===== config.mk =====
export PLATFORM = sky130hd
export DESIGN_NAME = sliding_histogram_cfg_flat
export DESIGN_NICKNAME = d
export VERILOG_FILES = /design/src/rtl/sliding_histogram_cfg_if.sv /design/src/rtl/sliding_histogram_cfg.sv /design/src/flat_wrapper.sv
export SDC_FILE = /design/constraint.sdc
export NUM_CORES = 1
export LEC_CHECK = 0
export ABC_AREA = 1
export CAP_MARGIN = 20
export CORE_ASPECT_RATIO = 1.1
export CORE_MARGIN = 8
export CORE_UTILIZATION = 45
export CTS_BUF_LIST = sky130_fd_sc_hd__clkbuf_8
export CTS_CLUSTER_SIZE = 20
export DETAILED_ROUTE_END_ITERATION = 12
export PLACE_DENSITY_LB_ADDON = 0.3
export SETUP_SLACK_MARGIN = 0.5
export SYNTH_ARGS = -nofsm -noshare
export SYNTH_HDL_FRONTEND = slang
export SYNTH_SLANG_ARGS = --single-unit

===== constraint.sdc =====
create_clock -name clk -period 3.3 [get_ports clk]
set_input_delay 0.66 -clock clk [delete_from_list [all_inputs] [get_ports clk]]
set_output_delay 0.66 -clock clk [all_outputs]
set_load 0.01 [all_outputs]

===== src/rtl/sliding_histogram_cfg_if.sv =====
// Sample-stream and readback bundle for the sliding-window histogram.
// The master side feeds samples and issues readbacks; the slave side is the histogram.
interface sliding_histogram_cfg_if #(
    parameter int DATA_SIZE = 4,
    parameter int LEN_SIZE  = 7
);
    logic                 in_valid;
    logic                 in_ready;
    logic [DATA_SIZE-1:0] in_data;
    logic                 rd_req;
    logic [DATA_SIZE-1:0] rd_bin;
    logic                 rd_valid;
    logic [LEN_SIZE-1:0]  rd_count;

    modport master (
        output in_valid, in_data, rd_req, rd_bin,
        input  in_ready, rd_valid, rd_count
    );

    modport slave (
        input  in_valid, in_data, rd_req, rd_bin,
        output in_ready, rd_valid, rd_count
    );
endinterface


===== src/rtl/sliding_histogram_cfg.sv =====
// Sliding-window histogram over the last len_q accepted samples, with a clear sweep,
// runtime window length and a two-cycle readback port.
module sliding_histogram_cfg #(
    parameter int DATA_SIZE = 4,
    parameter int DATA_NUM  = 16,
    parameter int MAX_LEN   = 64,
    parameter int ADDR_SIZE = 6,
    parameter int LEN_SIZE  = 7
) (
    input  logic                 clk,
    input  logic                 rstn,
    input  logic                 clr,
    input  logic [LEN_SIZE-1:0]  win_len,
    sliding_histogram_cfg_if.slave bus,
    output logic                 win_full,
    output logic [LEN_SIZE-1:0]  fill_cnt,
    output logic                 busy
);
    typedef enum logic {S_CLEAR, S_RUN} state_t;

    state_t                state_q, state_d;
    logic [DATA_SIZE-1:0]  sweep_q, sweep_d;
    logic [LEN_SIZE-1:0]   len_q, len_d;
    logic [LEN_SIZE-1:0]   fill_q, fill_d;
    logic [ADDR_SIZE-1:0]  wptr_q, wptr_d;
    logic                  full_q, full_d;
    logic                  s1_valid_q, s1_valid_d;
    logic [DATA_SIZE-1:0]  s1_inc_q, s1_inc_d;
    logic                  s1_evict_q, s1_evict_d;
    logic                  rd_p_valid_q, rd_p_valid_d;
    logic [DATA_SIZE-1:0]  rd_p_bin_q, rd_p_bin_d;
    logic                  rd_valid_q, rd_valid_d;
    logic [LEN_SIZE-1:0]   rd_count_q, rd_count_d;
    logic [LEN_SIZE-1:0]   cnt_q [DATA_NUM];
    logic [LEN_SIZE-1:0]   cnt_d [DATA_NUM];
    logic [DATA_SIZE-1:0]  fifo_mem [MAX_LEN];
    logic [DATA_SIZE-1:0]  fifo_rdata_q;

    logic                  accept;
    logic                  evict_now;
    logic                  upd;
    logic [ADDR_SIZE-1:0]  rd_addr;
    logic [LEN_SIZE-1:0]   len_sane;
    logic                  inc_ovf;
    logic                  dec_unf;

    assign bus.in_ready = (state_q == S_RUN) && !clr;
    assign accept       = bus.in_valid && bus.in_ready;
    assign evict_now    = (fill_q == len_q);
    // Sample leaving the window: len_q accepts back; reads old data when len_q == MAX_LEN.
    assign rd_addr      = wptr_q - len_q[ADDR_SIZE-1:0];
    assign len_sane     = (win_len == '0 || win_len > LEN_SIZE'(MAX_LEN)) ? LEN_SIZE'(MAX_LEN) : win_len;
    assign upd          = s1_valid_q && (state_q == S_RUN) && !clr;

    always_comb begin
        state_d    = state_q;
        sweep_d    = sweep_q;
        len_d      = len_q;
        fill_d     = fill_q;
        wptr_d     = wptr_q;
        s1_valid_d = 1'b0;
        s1_inc_d   = s1_inc_q;
        s1_evict_d = s1_evict_q;
        if (clr) begin
            state_d = S_CLEAR;
            sweep_d = '0;
            len_d   = len_sane;
            fill_d  = '0;
            wptr_d  = '0;
        end else if (state_q == S_CLEAR) begin
            sweep_d = sweep_q + DATA_SIZE'(1);
            if (sweep_q == DATA_SIZE'(DATA_NUM - 1)) begin
                state_d = S_RUN;
            end
        end else if (accept) begin
            s1_valid_d = 1'b1;
            s1_inc_d   = bus.in_data;
            s1_evict_d = evict_now;
            wptr_d     = wptr_q + ADDR_SIZE'(1);
            if (!evict_now) begin
                fill_d = fill_q + LEN_SIZE'(1);
            end
        end
        full_d = (fill_d == len_d);
    end

    // Each bin takes its whole net change in one cycle, so back-to-back hits on the same
    // bin always see the freshly written value and need no separate bypass path.
    always_comb begin
        for (int i = 0; i < DATA_NUM; i++) begin
            cnt_d[i] = cnt_q[i];
            if (state_q == S_CLEAR) begin
                if (sweep_q == DATA_SIZE'(i)) begin
                    cnt_d[i] = '0;
                end
            end else if (upd) begin
                if ((s1_inc_q == DATA_SIZE'(i)) && !(s1_evict_q && fifo_rdata_q == DATA_SIZE'(i))) begin
                    cnt_d[i] = cnt_q[i] + LEN_SIZE'(1);
                end else if (s1_evict_q && (fifo_rdata_q == DATA_SIZE'(i)) && (s1_inc_q != DATA_SIZE'(i))) begin
                    cnt_d[i] = cnt_q[i] - LEN_SIZE'(1);
                end
            end
        end
    end

    always_comb begin
        rd_p_valid_d = bus.rd_req;
        rd_p_bin_d   = bus.rd_bin;
        rd_valid_d   = rd_p_valid_q;
        rd_count_d   = rd_p_valid_q ? cnt_q[rd_p_bin_q] : rd_count_q;
    end

    always_ff @(posedge clk or negedge rstn) begin
        if (!rstn) begin
            state_q      <= S_CLEAR;
            sweep_q      <= '0;
            len_q        <= LEN_SIZE'(MAX_LEN);
            fill_q       <= '0;
            wptr_q       <= '0;
            full_q       <= 1'b0;
            s1_valid_q   <= 1'b0;
            s1_inc_q     <= '0;
            s1_evict_q   <= 1'b0;
            rd_p_valid_q <= 1'b0;
            rd_p_bin_q   <= '0;
            rd_valid_q   <= 1'b0;
            rd_count_q   <= '0;
        end else begin
            state_q      <= state_d;
            sweep_q      <= sweep_d;
            len_q        <= len_d;
            fill_q       <= fill_d;
            wptr_q       <= wptr_d;
            full_q       <= full_d;
            s1_valid_q   <= s1_valid_d;
            s1_inc_q     <= s1_inc_d;
            s1_evict_q   <= s1_evict_d;
            rd_p_valid_q <= rd_p_valid_d;
            rd_p_bin_q   <= rd_p_bin_d;
            rd_valid_q   <= rd_valid_d;
            rd_count_q   <= rd_count_d;
        end
    end

    // Bin storage is zeroed by the clear sweep rather than by reset.
    always_ff @(posedge clk) begin
        cnt_q <= cnt_d;
    end

    always_ff @(posedge clk) begin
        if (accept) begin
            fifo_mem[wptr_q] <= bus.in_data;
        end
        fifo_rdata_q <= fifo_mem[rd_addr];
    end

    assign inc_ovf = upd && !(s1_evict_q && fifo_rdata_q == s1_inc_q) && (cnt_q[s1_inc_q] >= len_q);
    assign dec_unf = upd && s1_evict_q && (fifo_rdata_q != s1_inc_q) && (cnt_q[fifo_rdata_q] == '0);

    count_range_a: assert property (@(posedge clk) disable iff (!rstn) !(inc_ovf || dec_unf));

    assign bus.rd_valid = rd_valid_q;
    assign bus.rd_count = rd_count_q;
    assign win_full     = full_q;
    assign fill_cnt     = fill_q;
    assign busy         = (state_q == S_CLEAR);
endmodule


===== src/flat_wrapper.sv =====
// flat-port wrapper written by rule: the top's interface ports become plain ports
module sliding_histogram_cfg_flat 
#(
    parameter int DATA_SIZE = 4,
    parameter int DATA_NUM  = 16,
    parameter int MAX_LEN   = 64,
    parameter int ADDR_SIZE = 6,
    parameter int LEN_SIZE  = 7
)
  (clk, rstn, clr, win_len, win_full, fill_cnt, busy, bus_in_valid, bus_in_data, bus_rd_req, bus_rd_bin, bus_in_ready, bus_rd_valid, bus_rd_count);
  sliding_histogram_cfg_if #(.DATA_SIZE(DATA_SIZE), .LEN_SIZE(LEN_SIZE)) bus_i ();
  input  logic clk;
  input  logic rstn;
  input  logic clr;
  input  logic [LEN_SIZE-1:0] win_len;
  output logic win_full;
  output logic [LEN_SIZE-1:0] fill_cnt;
  output logic busy;
  input wire logic [$bits(bus_i.in_valid)-1:0] bus_in_valid;
  input wire logic [$bits(bus_i.in_data)-1:0] bus_in_data;
  input wire logic [$bits(bus_i.rd_req)-1:0] bus_rd_req;
  input wire logic [$bits(bus_i.rd_bin)-1:0] bus_rd_bin;
  output wire logic [$bits(bus_i.in_ready)-1:0] bus_in_ready;
  output wire logic [$bits(bus_i.rd_valid)-1:0] bus_rd_valid;
  output wire logic [$bits(bus_i.rd_count)-1:0] bus_rd_count;
  assign bus_i.in_valid = bus_in_valid;
  assign bus_i.in_data = bus_in_data;
  assign bus_i.rd_req = bus_rd_req;
  assign bus_i.rd_bin = bus_rd_bin;
  assign bus_in_ready = bus_i.in_ready;
  assign bus_rd_valid = bus_i.rd_valid;
  assign bus_rd_count = bus_i.rd_count;
  sliding_histogram_cfg #(.DATA_SIZE(DATA_SIZE), .DATA_NUM(DATA_NUM), .MAX_LEN(MAX_LEN), .ADDR_SIZE(ADDR_SIZE), .LEN_SIZE(LEN_SIZE)) u_core (.clk(clk), .rstn(rstn), .clr(clr), .win_len(win_len), .bus(bus_i), .win_full(win_full), .fill_cnt(fill_cnt), .busy(busy));
endmodule

* Yosys cells after proc, flatten, opt, wreduce, memory -nomap -nowiden
Memory sizes are Yosys's and may differ from the RTL's. A register that Yosys moved wholly into a read port is not among the register bits.
Cells that the tools add are included.
** Cells by class
- Add/subtract/negate cells :: 36
- $mul :: 0
- Divide/modulo/power cells :: 0
- Magnitude comparators :: 2
- Eq/ne operators :: 80
- Shifts and indexed selects :: 0
- Mux-type cells :: 101
- Bitwise operators :: 3
- Reduce and logical (&&, ||, !) cells :: 111
** Operators by type and width (count)
- $mux W7 :: 88
- $add A7 B1 Y7 const B :: 17
- $sub A7 B1 Y7 const B :: 16
- $eq A4 B4 Y1 const B :: 24
- $logic_and A1 B1 Y1 :: 52
- $reduce_and A3 Y1 :: 17
- $eq A4 B3 Y1 const B :: 12
- $ne A3 B3 Y1 const B :: 16
- $reduce_bool A2 Y1 :: 18
- $ne A4 B4 Y1 const B :: 8
- $bmux W7 S4 :: 1
- $eq A4 B2 Y1 const B :: 6
- $mux W6 :: 3
- $logic_not A1 Y1 :: 17
- $ne A4 B3 Y1 const B :: 4
- $eq A7 B7 Y1 :: 2
- $eq A4 B1 Y1 const B :: 3
- $logic_not A4 Y1 :: 3
- $mux W4 :: 2
- $ne A4 B2 Y1 const B :: 2
- $gt A7 B7 Y1 const B :: 1
- $logic_not A7 Y1 :: 1
- $mux W1 :: 7
- $add A6 B1 Y6 const B :: 1
- 10 further kinds :: 12
** Storage, ports and cells
- Register bits :: 157
- Latch bits :: 0
- RAM bits :: 256
- ROM bits :: 0
- Input bits :: 20
- Output and inout bits :: 18
- Memories :: 1
** Memories
- u_core.fifo_mem :: depth 64, width 4, read ports 1, clocked after Yosys merged registers in 1, write ports 1, line sliding_histogram_cfg.sv:36 : logic [DATA_SIZE-1:0] fifo_mem [MAX_LEN];

* Depth between registers and ports, before layout
Gate-level depths: netlist of the first run.
- Depth in word-level cells :: 7
- Mapped depth :: 16
- Depth with buffers taken out :: 16

* Worst setup path after synthesis of the first run
OpenSTA, ideal clock, no wires.
- Path type :: register to register
- From :: register u_core.s1_evict_q
- To :: register u_core.cnt_q[6] in the netlist's numbering, data pin
- Library setup time :: 261 ps
- Data arrival time :: 2143 ps
- Path slack :: 896 ps
- Cell stages (with the launch flop) :: 17
- Path buffers :: 0
- Path through :: dfrtp_1 -> inv_1 -> nor3_1 -> nand3_1 -> ha_1 -> inv_1 -> ha_1 -> inv_1 -> nor2_1 -> o21ai_0 -> nand2_1 -> nand2_1 -> inv_1 -> nor2_1 -> o21bai_1 -> o21ai_0 -> a21oi_1
** On the way
- Word-level cells in the longest chain between the ends :: 6
** RTL lines
- start, declared :: line sliding_histogram_cfg.sv:29 : logic s1_evict_q, s1_evict_d;
- start signal, assigned :: line sliding_histogram_cfg.sv:137 : s1_evict_q <= s1_evict_d;
- $logic_and A1 B1 Y1 :: line sliding_histogram_cfg.sv:97 : if ((s1_inc_q == DATA_SIZE'(i)) && !(s1_evict_q && fifo_rdata_q == DATA_SIZE'(i))) begin
- $logic_not A1 Y1 :: line sliding_histogram_cfg.sv:97
- $logic_and A1 B1 Y1 :: line sliding_histogram_cfg.sv:97
- $mux W7 :: line sliding_histogram_cfg.sv:97
- $mux W7 :: line sliding_histogram_cfg.sv:96 : end else if (upd) begin
- $mux W7 :: line sliding_histogram_cfg.sv:92 : if (state_q == S_CLEAR) begin
- end signal, assigned :: line sliding_histogram_cfg.sv:147 : cnt_q <= cnt_d;
- end, declared :: line sliding_histogram_cfg.sv:34 : logic [LEN_SIZE-1:0] cnt_q [DATA_NUM];
Every way passes these cells. The select of a mux whose other input is x is not followed.
A chain may end at the register's enable or synchronous reset.

* Final worst setup path of the first run
- From :: register u_core.wptr_q[0]
- To :: register u_core.fifo_rdata_q[2], read port of u_core.fifo_mem
** On the way
- Word-level cells in the longest chain between the ends :: 1
** RTL lines
- start, declared :: line sliding_histogram_cfg.sv:25 : logic [ADDR_SIZE-1:0] wptr_q, wptr_d;
- start signal, assigned :: line sliding_histogram_cfg.sv:133 : wptr_q <= wptr_d;
- $sub A6 B6 Y6 :: line sliding_histogram_cfg.sv:51 : assign rd_addr = wptr_q - len_q[ADDR_SIZE-1:0];
- end, declared :: line sliding_histogram_cfg.sv:37 : logic [DATA_SIZE-1:0] fifo_rdata_q;
Every way passes these cells.

==> implementation parameters, run 1 <==
Parameter                              Value

Synthesis
  Predominant post-synthesis flop cell ... edfxtp_1
  Synthesized-area fraction occupied by and/or/nand/nor cells ... 13.9%
  Yosys top cell area share ... 51.4%
  Share of cell area taken by muxes after synthesis ... 0%
  Share of synthesized flip-flops with an asynchronous set or reset ... 10.8%
  Fraction of the mapped netlist area in adder cells ... 7.82%
  Number of warnings reported in the yosys synthesis log ... 0
  Cell area after synthesis ... 21500 sq um
  Largest cells by area after synthesis ... edfxtp_1 (51%), o21ai_0 (7.2%), nor2_1 (6.7%), ha_1 (6.2%), dfrtp_1 (5.1%)
  Post-synth EDFFs ... 368
  Fraction of the mapped netlist area in compound gates ... 14.5%
  Distinct cell type count after synthesis ... 45
  Top cell type by total area after synthesis ... edfxtp_1
  Count of mapped cells out of synthesis ... 2162
  Total nets after synthesis ... 2306
  Synthesized flop and latch total ... 417
  Sequential-to-total area share from yosys stat ... 57.1%
  Dominant cell by count in the synthesized netlist ... nor2_1
  Fraction of synthesized cell area in xor and xnor cells ... 1.14%
  Commonest cells in the netlist ... nor2_1 (382), edfxtp_1 (368), o21ai_0 (309)
  Syn avg cell area ... 9.94 sq um
  Main combinational cell family by area after synthesis ... compound AO/OA/AOI/OAI gates

Drt
  DRC violations left ... 0
  Routed vias ... 16084
  Detailed-route vias per instance ... 5.48
  DRT antenna net count ... 0
  Routed WL ... 53400 um
  Drt first pass iters ... 6
  Detailed-route wire length per cell ... 18.2 um
  Initial drt markers ... 1311

Critical path
  Arr. time, crit path ... 3.27 ns
  Sort of element at the start of the critical path ... flip-flop
  Register-to-register path setup slack ... 0.58 ns
  Data required time at the worst endpoint ... 3.85 ns
  CP startpoint ... u_core.wptr_q[0]
  Critical-path maximum fanout ... 12
  Cell count of the worst reg-to-reg path ... 13
  Type of the setup path with the least slack ... flip-flop to flip-flop
  End of the worst register-to-register path ... u_core.fifo_rdata_q[2]
  RR Startpoint ... u_core.wptr_q[0]
  Capturing element type of the critical path ... flip-flop

Placement
  Detailed placement HPWL ... 36200 um
  Routability congestion estimate from global placement ... 0.854
  Number of buffers inserted by port buffering ... 37

Floorplanning
  Chip height ... 245 um
  Number of primary I/O pins ... 38
  Area of the die ... 55000 sq um
  Initial core utilization ... 45.2%
  FP Rows ... 84
  Die Width ... 224 um
  Total core area ... 47500 sq um

Clocking
  Count of H-tree levels built during CTS ... 3
  CTS tree ... yes
  Clk pin slew, worst setup/hold paths ... 0.06 ns
  Clock latency reported for the late side of the worst-skew pair ... 0.64 ns
  Deepest clock path buffer count ... 3
  Clk Tree Root Cell ... clkbuf_8
  Sink Count ... 417
  TritonCTS buffer count ... 70
  Hold-fix buffer count after cts ... 0

Global routing
  First-pass GRT wire length ... 83900 um
  Total global-route track usage ... 19.0%
  Pin count of the biggest net entering global routing ... 98
  M1 GR Usage ... 23.9%
  Initial antenna violation count ... 0
  Number of global-route vias before repair ... 15810
  Global-route track usage on met2 ... 32.3%
  Global Route met3 Usage ... 3.43%
  Total congestion overflow ... 0
  Layer with the highest usage ... met2

Power and ir drop
  Clock network power share ... 35.0%
  Part of the total power dissipated in sequential elements ... 49.4%
  Static power due to leakage ... 9.41 nW
  Power dissipated by switching net loads ... 3.43 mW
  Pwr dens ... 497 nW/um^2
  Worst IR drop on VDD ... 398 uV
  Switching Share ... 28.6%
  Int Pwr ... 8.57 mW
  Comb power frac ... 15.6%

Layout
  Area Growth Syn to Fin ... 12.5%
  Share of post-route cells with drive strength above 1 ... 9.97%
  Filler Cell Count ... 4337
  Fin nets ... 2380
  Number of diodes added for antenna fixing ... 0

STA
  Number of failing setup endpoints in the final timing report ... 0
  Portion of the clock cycle consumed by the worst path in the final layout ... 82.3%
  Final TNS setup ... 0 ns
  Tightest hold margin ... 0.116 ns
  Final worst path period need ... 2.72 ns
  Max_slew headroom ... 35.0%
  Final hold viol count ... 0
  Worst Clk Skew ... 0.0346 ns
  Worst-Margin Slew ... 0.976 ns
  Unrepaired setup endpoints after global routing ... yes
  Slew Limit Fails ... 0
  Highest clock rate ... 0.368 GHz

Outcome
  Run status ... finished clean

Run
  Number of max-capacitance violations reported ... 0

Worst hold path
  Worst hold path class ... primary input to asynchronous set/reset pin
-- critical path, cell delays in order, from the launching register on --
cell       delay, ns
dfrtp_2         0.41
inv_2           0.07
ha_4            0.16
fa_2            0.74
buf_4           0.20
clkbuf_16       0.15
o21ai_0         0.12
o22ai_1         0.22
nand2_1         0.08
nand3_1         0.12
nand3_1         0.09
nand2_1         0.08
nand2_1         0.06
nand2_1         0.10
-- layer usage --
metal,vias to the layer above,part of all wire (%)
li1,7746,-
met1,7706,42
met2,498,49
met3,134,5.3
met4,0,3.6
met5,-,0
-- through the flow --
step | power, mW | utilization (%) | setup WS [ns] | cells | cell area, sq um
after detailed placement | 7.75 | 47.6 | 0.375 | 2798 | 22600
after floorplan | 7.17 | - | 0.896 | 2162 | 21500
after CTS | 12.0 | 50.3 | 0.498 | 2922 | 23900
final | 12.0 | 50.9 | 0.584 | 2933 | 24200
after global placement | 7.71 | 47.6 | 0.442 | 2798 | 22600
after global routing | 12.5 | 50.9 | 0.471 | 2933 | 24200
-- worst max path at each step --
stage | to | slack [ns] | cells past startpoint
4_1_cts | u_core.cnt_q[61] | 0.50 | 12
5_1_grt | u_core.cnt_q[33] | 0.47 | 12
6_report | u_core.fifo_rdata_q[2] | 0.58 | 13
2_1_floorplan | u_core.cnt_q[6] | 0.90 | 16
3_5_place_dp | u_core.cnt_q[61] | 0.38 | 12
3_3_place_gp | u_core.cnt_q[62] | 0.44 | 16
-- flip-flops by register name, indices dropped and copies added, names as in the netlist --
signal / count
u_core.win_full: 1
u_core.len_q: 7
u_core.s1_inc_q: 4
u_core.s1_valid_q: 1
u_core.sweep_q: 4
u_core.bus.rd_valid: 1
u_core.s1_evict_q: 1
u_core.cnt_q: 112
u_core.wptr_q: 6
u_core.fifo_rdata_q: 4
u_core.fifo_mem: 256
u_core.bus.rd_count: 7
u_core.fill_cnt: 7
u_core.rd_p_bin_q: 4
u_core.state_q: 1
u_core.rd_p_valid_q: 1
-- cell usage in the layout, fill, tap and decap left out, drive strengths merged --
cell type	n
a21oi	78
nand3b	3
o21a	1
or2	1
clkinvlp	2
nand3	81
ha	107
o22ai	97
xor2	21
nor2	387
xnor2	6
buf	61
clkbuf	76
o21bai	17
clkdlybuf4s50	32
dfxtp	4
dfstp	1
nand4	10
inv	232
nor4	1
clkinv	15
o221ai	18
a22oi	2
nand2	255
edfxtp	368
o21ai	312
nor3	4
fa	17
a31oi	21
dfrtp	44
a21o	14
-- final cells by class --
class	instances	area [sq um]	area share, %
clock buffers	75	1030	4.27
clock inverters	49	226	0.937
inverters	200	763	3.16
multi-input cells	1453	8180	33.9
flip-flops and latches	417	12300	50.8
well taps	645	807	3.34
repair buffers	94	885	3.66
-- power by group through the flow --
stage                     Sequential [mW]  Combinational [mW]  Clock [mW]
after detailed placement             6.01                1.73           0
after global placement               6.01                1.70           0
final                                5.93                1.87        4.20
after floorplan                      5.98                1.19           0
after global routing                 5.94                2.07        4.51
after CTS                            5.91                1.76        4.29
-- repair_timing --
| action | CTS | global route |
|---|---|---|
| pin swaps | 0 | 11 |
| endpoints found under the hold margin | 0 | 0 |
| resized for setup | 10 | 69 |
| endpoints found under the setup margin | 18 | 35 |
| setup buffers | 0 | 10 |
| gates cloned | 0 | 1 |
-- cell families (layout without fill, tap and decap cells) --
| logic type | count (synthesis) | after routing |
|---|---|---|
| and+or+nand+nor | 742 | 742 |
| AOI/OAI and AO/OA | 560 | 560 |
| DFF | 417 | 417 |
| buffers and inverters | 292 | 418 |
| adders and majority gates | 124 | 124 |
| xor gates and xnor gates | 27 | 27 |
Note: power is estimated with default switching activity, not from simulation.
==> inputs of run 2 (changes only) <==
- clock period: 3.3 -> 2.7 ns (I/O delays scaled with it)
==> run 2 against run 1 <==
Against the previous run: sequential share of layout area fell by 3.9 points; count of clock-buffer cells in the layout up 4; sequential cell count unchanged; largest cell class unchanged; maximum frequency up 7.0%; power increased by 35%; via count is 3.9% higher; clock power increased by 40%.
==> implementation parameters, run 2 (synthesis gave the netlist of run 1 again) <==
Parameter                              Value

Power and ir drop
  Clock network power share ... 36.4% (+1.4 points)
  Comb power frac ... 18.7% (+3.1 points)
  Int Pwr ... 11.5 mW (+34%)
  Part of the total power dissipated in sequential elements ... 45.0% (-4.4 points)
  Worst IR drop on VDD ... 483 uV (+22%)
  Power, Total ... 16.2 mW (+35%)
  Pwr dens ... 618 nW/um^2 (+25%)
  Static power due to leakage ... 10.1 nW (+6.9%)
  Power dissipated by switching net loads ... 4.70 mW (+37%)
  Switching Share ... 29.0% (+0.47 points)

Clocking
  CTS tree ... yes
  Clk Tree Root Cell ... clkbuf_8
  Clock latency reported for the late side of the worst-skew pair ... 0.66 ns (+0.02 ns)
  Sink Count ... 417 (unchanged)
  Deepest clock path buffer count ... 3 (unchanged)
  Clk pin slew, worst setup/hold paths ... 0.06 ns (about the same)
  Count of H-tree levels built during CTS ... 3 (unchanged)
  TritonCTS buffer count ... 71 (+1.4%)

Floorplanning
  Chip height ... 245 um (unchanged)
  Area of the die ... 55000 sq um (unchanged)
  Number of primary I/O pins ... 38 (unchanged)
  Die Width ... 224 um (unchanged)
  FP Rows ... 84 (unchanged)
  Initial core utilization ... 45.2% (unchanged)
  Total core area ... 47500 sq um (unchanged)

Layout
  Sequential cell area ... 12300 sq um (about the same)
  Fin nets ... 2466 (+3.6%)
  Most frequent cells in the layout ... edfxtp_1 (368), nor2_1 (352), o21ai_0 (254), nand2_1 (220), inv_1 (166)
  Largest registers ... u_core.fifo_mem: 256 flops, u_core.cnt_q: 112 flops
  Flip-flop count of the largest register after layout ... 256 (unchanged)
  Share of post-route cells with drive strength above 1 ... 20.7% (+11 points)
  Multi-input logic area ... 9140 sq um (+12%)
  Most flop-heavy register ... u_core.fifo_mem
  Most frequent standard cell in the layout excluding fill and tap cells ... edfxtp_1
  Area Growth Syn to Fin ... 21.9%
  Number of diodes added for antenna fixing ... 0 (unchanged)
  Filler Cell Count ... 4048 (-6.7%)

Critical path
  Critical-path maximum fanout ... 5 (-7)
  Cell count of the worst reg-to-reg path ... 14 (+1)
  End of the worst register-to-register path ... u_core.fifo_rdata_q[0]
  RR Startpoint ... u_core.wptr_q[0]
  Data required time at the worst endpoint ... 3.27 ns (-0.58 ns)
  Crit path cell chain ... inv_2, ha_4, fa_2, buf_8, inv_12, buf_12, o21ai_0, o22ai_1, nand2_1, nand3_2, nand2_2, o22ai_4, nand2_2, nand2_2
  Register-to-register path setup slack ... 0.16 ns (-0.42 ns)
  CP startpoint ... u_core.wptr_q[0]
  Capturing instance or port of the critical path ... u_core.fifo_rdata_q[0]
  Critical Path Most Common Cell ... nand2_2
  Sort of element at the start of the critical path ... flip-flop
  Cell at the slowest stage of the critical path ... fa_2
  Arr. time, crit path ... 3.11 ns (-0.16 ns)
  Type of the setup path with the least slack ... flip-flop to flip-flop
  Crit path largest cell delay ... 0.47 ns (-0.27 ns)
  Capturing element type of the critical path ... flip-flop

STA
  Worst setup margin ... 0.162 ns (-0.422 ns)
  Number of failing setup endpoints in the final timing report ... 0 (unchanged)
  Max_slew headroom ... 34.4% (-0.59 points)
  Final worst path period need ... 2.54 ns (-0.178 ns)
  Highest clock rate ... 0.394 GHz (+7.0%)
  Slew Limit Fails ... 0 (unchanged)
  Worst-Margin Slew ... 0.984 ns (+0.00879 ns)
  Unrepaired setup endpoints after global routing ... yes
  Final hold viol count ... 0 (unchanged)
  Portion of the clock cycle consumed by the worst path in the final layout ... 94.0% (+12 points)
  Worst Clk Skew ... 0.0261 ns (-0.00845 ns)

Drt
  Detailed-route wire length per cell ... 18.9 um (+3.8%)
  Detailed-route vias per instance ... 5.53 (+0.86%)
  Routed vias ... 16715 (+3.9%)
  Initial drt markers ... 1623 (+24%)
  DRT antenna net count ... 0 (unchanged)
  Routed WL ... 57100 um (+6.9%)
  DRC violations left ... 0 (unchanged)
  Drt first pass iters ... 7 (+1)

Run
  Number of max-capacitance violations reported ... 0 (unchanged)

Placement
  Number of buffers inserted by port buffering ... 37 (unchanged)
  Detailed placement HPWL ... 36300 um (+0.31%)
  Routability congestion estimate from global placement ... 0.895 (+4.8%)
  DP Worst Slack ... -0.0623 ns (-0.438 ns)

Outcome
  Run status ... finished clean

Worst hold path
  Start point of the worst min-delay path ... bus_rd_req
  Hold depth ... 1
  Worst hold path class ... primary input to flip-flop

Global routing
  First-pass GRT wire length ... 87400 um (+4.2%)
  Number of global-route vias before repair ... 16454 (+4.1%)
  Pin count of the biggest net entering global routing ... 98 (unchanged)
  Total congestion overflow ... 0 (unchanged)
  Initial antenna violation count ... 0 (unchanged)
  Total global-route track usage ... 19.9% (+0.96 points)
-- run 2: cell count changes in the layout (fill, tap and decap cells not counted), sizes merged, moves of 2 or more --
cell,previous run,this run
clkdlybuf4s50,32,26
clkbuf,76,80
clkinv,15,26
inv,232,218
bufinv,0,5
dlygate4sd2,0,6
buf,61,145
clkinvlp,2,0
-- run 2: layout make-up --
cell class	count	share of cell area, %
sequential	417	46.9
multi-input combinational	1453	34.9
timing repair buffer	179	6.40
clock buffer	79	4.15
inverter	200	3.21
tap	645	3.08
clock inverter	49	1.38
-- run 2: worst max-delay path, delay by kind of cell, from the launching register on --
kind	cells	cell delay, ns
adder cells (fa/ha/maj)	2	0.61
AO/OA/AOI/OAI	3	0.52
buffers and inverters	4	0.47
AND/OR/NAND/NOR	5	0.46
flip-flops	1	0.40
-- run 2: through the flow --
stage               hold slack [ns]  TNS [ns]  util [%]  std cells  instance area [sq um]
global route                  0.313         0      55.1       3022                  26200
floorplan                     0.244         0         -       2162                  21600
CTS                           0.300         0      53.6       2990                  25400
finish                        0.336         0      55.1       3022                  26200
global placement              0.537   -0.0572      48.2       2813                  22900
detailed placement            0.533    -0.158      48.2       2813                  22900
-- run 2: worst min-delay path by stage --
stage	to
after floorplan	u_core.bus.rd_count[0]
after global placement	u_core.len_q[6]
after detailed placement	u_core.bus.rd_count[4]
after CTS	u_core.rd_p_valid_q
after global routing	u_core.rd_p_valid_q
final	u_core.rd_p_valid_q
-- run 2: repair_timing --
item / CTS / global route
resized for setup: 177 / 137
endpoints found under the setup margin: 71 / 65
cloned: 3 / 1
endpoints found under the hold margin: 22 / 0
buffers inserted: 45 / 31
pin swaps: 78 / 120
hold buffers: 1 / 0
-- run 2: metal layers --
layer  GRT usage (%)  up-vias  routed length, um
met5               0        -                  0
li1                -     7952                  -
met3            3.65      131               3360
met1            24.7     8049              23200
met2            34.4      583              28800
met4            7.56        0               1770
-- run 2: power groups by stage --
stage,clock [mW],combinational [mW],sequential [mW]
final,5.89,3.03,7.28
after global routing,6.24,3.28,7.29
after detailed placement,0,2.23,7.34
after CTS,5.98,2.69,7.24
after global placement,0,2.18,7.34
after floorplan,0,1.51,7.32
==> inputs of run 3 (changes only) <==
- CELL_PAD_IN_SITES_DETAIL_PLACEMENT: unset -> 1
- CELL_PAD_IN_SITES_GLOBAL_PLACEMENT: unset -> 1
- SETUP_SLACK_MARGIN: 0.5 -> unset
==> run 3 against run 2 <==
Against the previous run: sequential share of layout area rose by 2.4 points; first-iteration DRC count fell by 31%; power fell by 3.9%; largest power group unchanged; wire length rose by 7.8%; largest cell class unchanged; sequential power barely moved; highest routed layer unchanged; utilization fell by 2.7 points; design area fell by 5.0%.
==> implementation parameters, run 3 (synthesis gave the netlist of run 1 again) <==
Parameter                              Value

Clocking
  Clock latency reported for the late side of the worst-skew pair ... 0.66 ns (about the same)
  Clk Tree Root Cell ... clkbuf_8
  Deepest clock path buffer count ... 3 (unchanged)
  TritonCTS buffer count ... 74 (+4.2%)
  Clk pin slew, worst setup/hold paths ... 0.07 ns (about the same)
  CTS tree ... yes
  Count of H-tree levels built during CTS ... 3 (unchanged)
  Sink Count ... 417 (unchanged)

Global routing
  First-pass GRT wire length ... 97500 um (+12%)
  Number of global-route vias before repair ... 18087 (+9.9%)
  Total global-route track usage ... 22.3% (+2.4 points)
  Pin count of the biggest net entering global routing ... 98 (unchanged)
  Initial antenna violation count ... 1 (+1)
  Total congestion overflow ... 0 (unchanged)

STA
  Worst-Margin Slew ... 0.996 ns (+0.0118 ns)
  Number of failing setup endpoints in the final timing report ... 0 (unchanged)
  Slew Limit Fails ... 0 (unchanged)
  Final worst path period need ... 2.65 ns (+0.114 ns)
  Worst Clk Skew ... 0.0349 ns (+0.00878 ns)
  Max_slew headroom ... 33.6% (-0.79 points)
  Highest clock rate ... 0.377 GHz (-4.3%)
  Final hold viol count ... 0 (unchanged)
  Portion of the clock cycle consumed by the worst path in the final layout ... 98.2% (+4.2 points)
  Unrepaired setup endpoints after global routing ... yes
  Final TNS setup ... 0 ns (unchanged)

Critical path
  Cell family with the largest share of critical-path delay ... compound AO/OA/AOI/OAI gates
  Sort of element at the start of the critical path ... flip-flop
  Cell count of the worst reg-to-reg path ... 12 (-2)
  Data required time at the worst endpoint ... 3.08 ns (-0.19 ns)
  Capturing element type of the critical path ... flip-flop
  Critical-path maximum fanout ... 6 (+1)
  CP startpoint ... u_core.s1_inc_q[0]
  CP bufs+invs ... 3 (-1)
  Cell at the slowest stage of the critical path ... dfrtp_1
  End of the worst register-to-register path ... u_core.cnt_q[82]
  Arr. time, crit path ... 3.03 ns (-0.08 ns)
  Type of the setup path with the least slack ... flip-flop to flip-flop
  RR Startpoint ... u_core.s1_inc_q[0]
  Crit path largest cell delay ... 0.43 ns (-0.04 ns)
  Crit path cell chain ... inv_2, nand2_2, nor2_2, ha_2, inv_2, ha_1, a21o_1, a31oi_2, o21ai_0, a21oi_1, buf_4, a21oi_1
  Register-to-register path setup slack ... 0.05 ns (-0.11 ns)

Run
  Number of max-capacitance violations reported ... 0 (unchanged)

Worst hold path
  Start point of the worst min-delay path ... bus_in_data[2]
  Hold depth ... 1 (unchanged)
  Hold worst-path end ... u_core.fifo_mem[53][2]
  Worst hold path class ... primary input to flip-flop

Floorplanning
  Total core area ... 47500 sq um (unchanged)
  FP Rows ... 84 (unchanged)
  Initial core utilization ... 45.2% (unchanged)
  Area of the die ... 55000 sq um (unchanged)
  Chip height ... 245 um (unchanged)
  Die Width ... 224 um (unchanged)
  Number of primary I/O pins ... 38 (unchanged)

Layout
  Most flop-heavy register ... u_core.fifo_mem
  Flip-flop count of the largest register after layout ... 256 (unchanged)
  Most frequent standard cell in the layout excluding fill and tap cells ... edfxtp_1
  Most frequent cells in the layout ... edfxtp_1 (368), nor2_1 (366), o21ai_0 (292), nand2_1 (244), inv_1 (192)
  Multi-input logic area ... 8390 sq um (-8.3%)
  Share of post-route cells with drive strength above 1 ... 13.6% (-7.1 points)
  Filler Cell Count ... 5305 (+31%)
  Sequential cell area ... 12300 sq um (about the same)
  Area Growth Syn to Fin ... 15.9%
  Largest registers ... u_core.fifo_mem: 256 flops, u_core.cnt_q: 112 flops
  Final Instance Area ... 24900 sq um (-5.0%)
  Fin nets ... 2424 (-1.7%)

Drt
  DRC violations left ... 0 (unchanged)
  Routed WL ... 61600 um (+7.8%)
  Routed vias ... 16678 (-0.22%)
  Detailed-route vias per instance ... 5.58 (+0.95%)
  Detailed-route wire length per cell ... 20.6 um (+9.1%)
  Drt first pass iters ... 5 (-2)
  Initial drt markers ... 1124 (-31%)
  DRT antenna net count ... 0 (unchanged)

Placement
  Detailed placement HPWL ... 42100 um (+16%)
  Placed cell areas ... 23000 sq um (+0.41%)
  Routability congestion estimate from global placement ... 0.860 (-3.9%)
  Number of buffers inserted by port buffering ... 37 (unchanged)

Power and ir drop
  Worst IR drop on VDD ... 537 uV (+11%)
  Static power due to leakage ... 9.67 nW (-3.9%)
  Pwr dens ... 626 nW/um^2 (+1.2%)

Outcome
  Run status ... finished clean
==> run 3: repair_timing <==
action	in CTS	in global routing
gates resized for setup	30	88
endpoints found under the hold margin	22	0
setup buffers	1	10
hold buffers	1	0
pin swaps	2	16
endpoints found under the setup margin	29	35
==> run 3: layout make-up <==
| type | instances | area share (%) |
|---|---|---|
| Timing Repair Buffer | 134 | 4.88 |
| Inverter | 200 | 3.06 |
| Tap cell | 645 | 3.24 |
| Clock inverter | 60 | 1.56 |
| Multi-Input combinational cell | 1453 | 33.7 |
| Sequential cell | 417 | 49.3 |
| Antenna cell | 1 | 0.0101 |
| Clock buffer | 77 | 4.26 |
==> run 3: where the power goes <==
part / switching, mW / internal (mW)
sequential: 0.143 / 7.12
clock: 2.82 / 3.00
combinational: 1.60 / 0.888
==> run 3: worst max path at each step <==
stage | end | cells after the start
final | u_core.cnt_q[82] | 12
after detailed placement | u_core.cnt_q[90] | 17
after global routing | u_core.cnt_q[69] | 16
after floorplan | u_core.cnt_q[6] | 16
after global placement | u_core.cnt_q[90] | 17
after CTS | u_core.cnt_q[97] | 16
==> run 3: metal layers <==
layer  routed length (um)  GRT usage, %  vias up
met1                24500          25.9     8313
met5                    0             0        -
met3                 2530          3.57      138
met4                 2230          8.87        0
li1                     -             -     7834
met2                32300          40.7      393
==> run 3: metrics by stage <==
stage,util (%),worst slack [ns],hold slack [ns],total power [mW],cells
floorplan,-,0.296,0.244,8.76,2162
global placement,48.4,-0.103,0.524,9.56,2837
detailed placement,48.4,-0.155,0.526,9.67,2837
CTS,51.6,-0.00254,0.257,15.6,2976
global route,52.4,-0.116,0.281,16.2,2987
finish,52.4,0.0488,0.308,15.6,2987
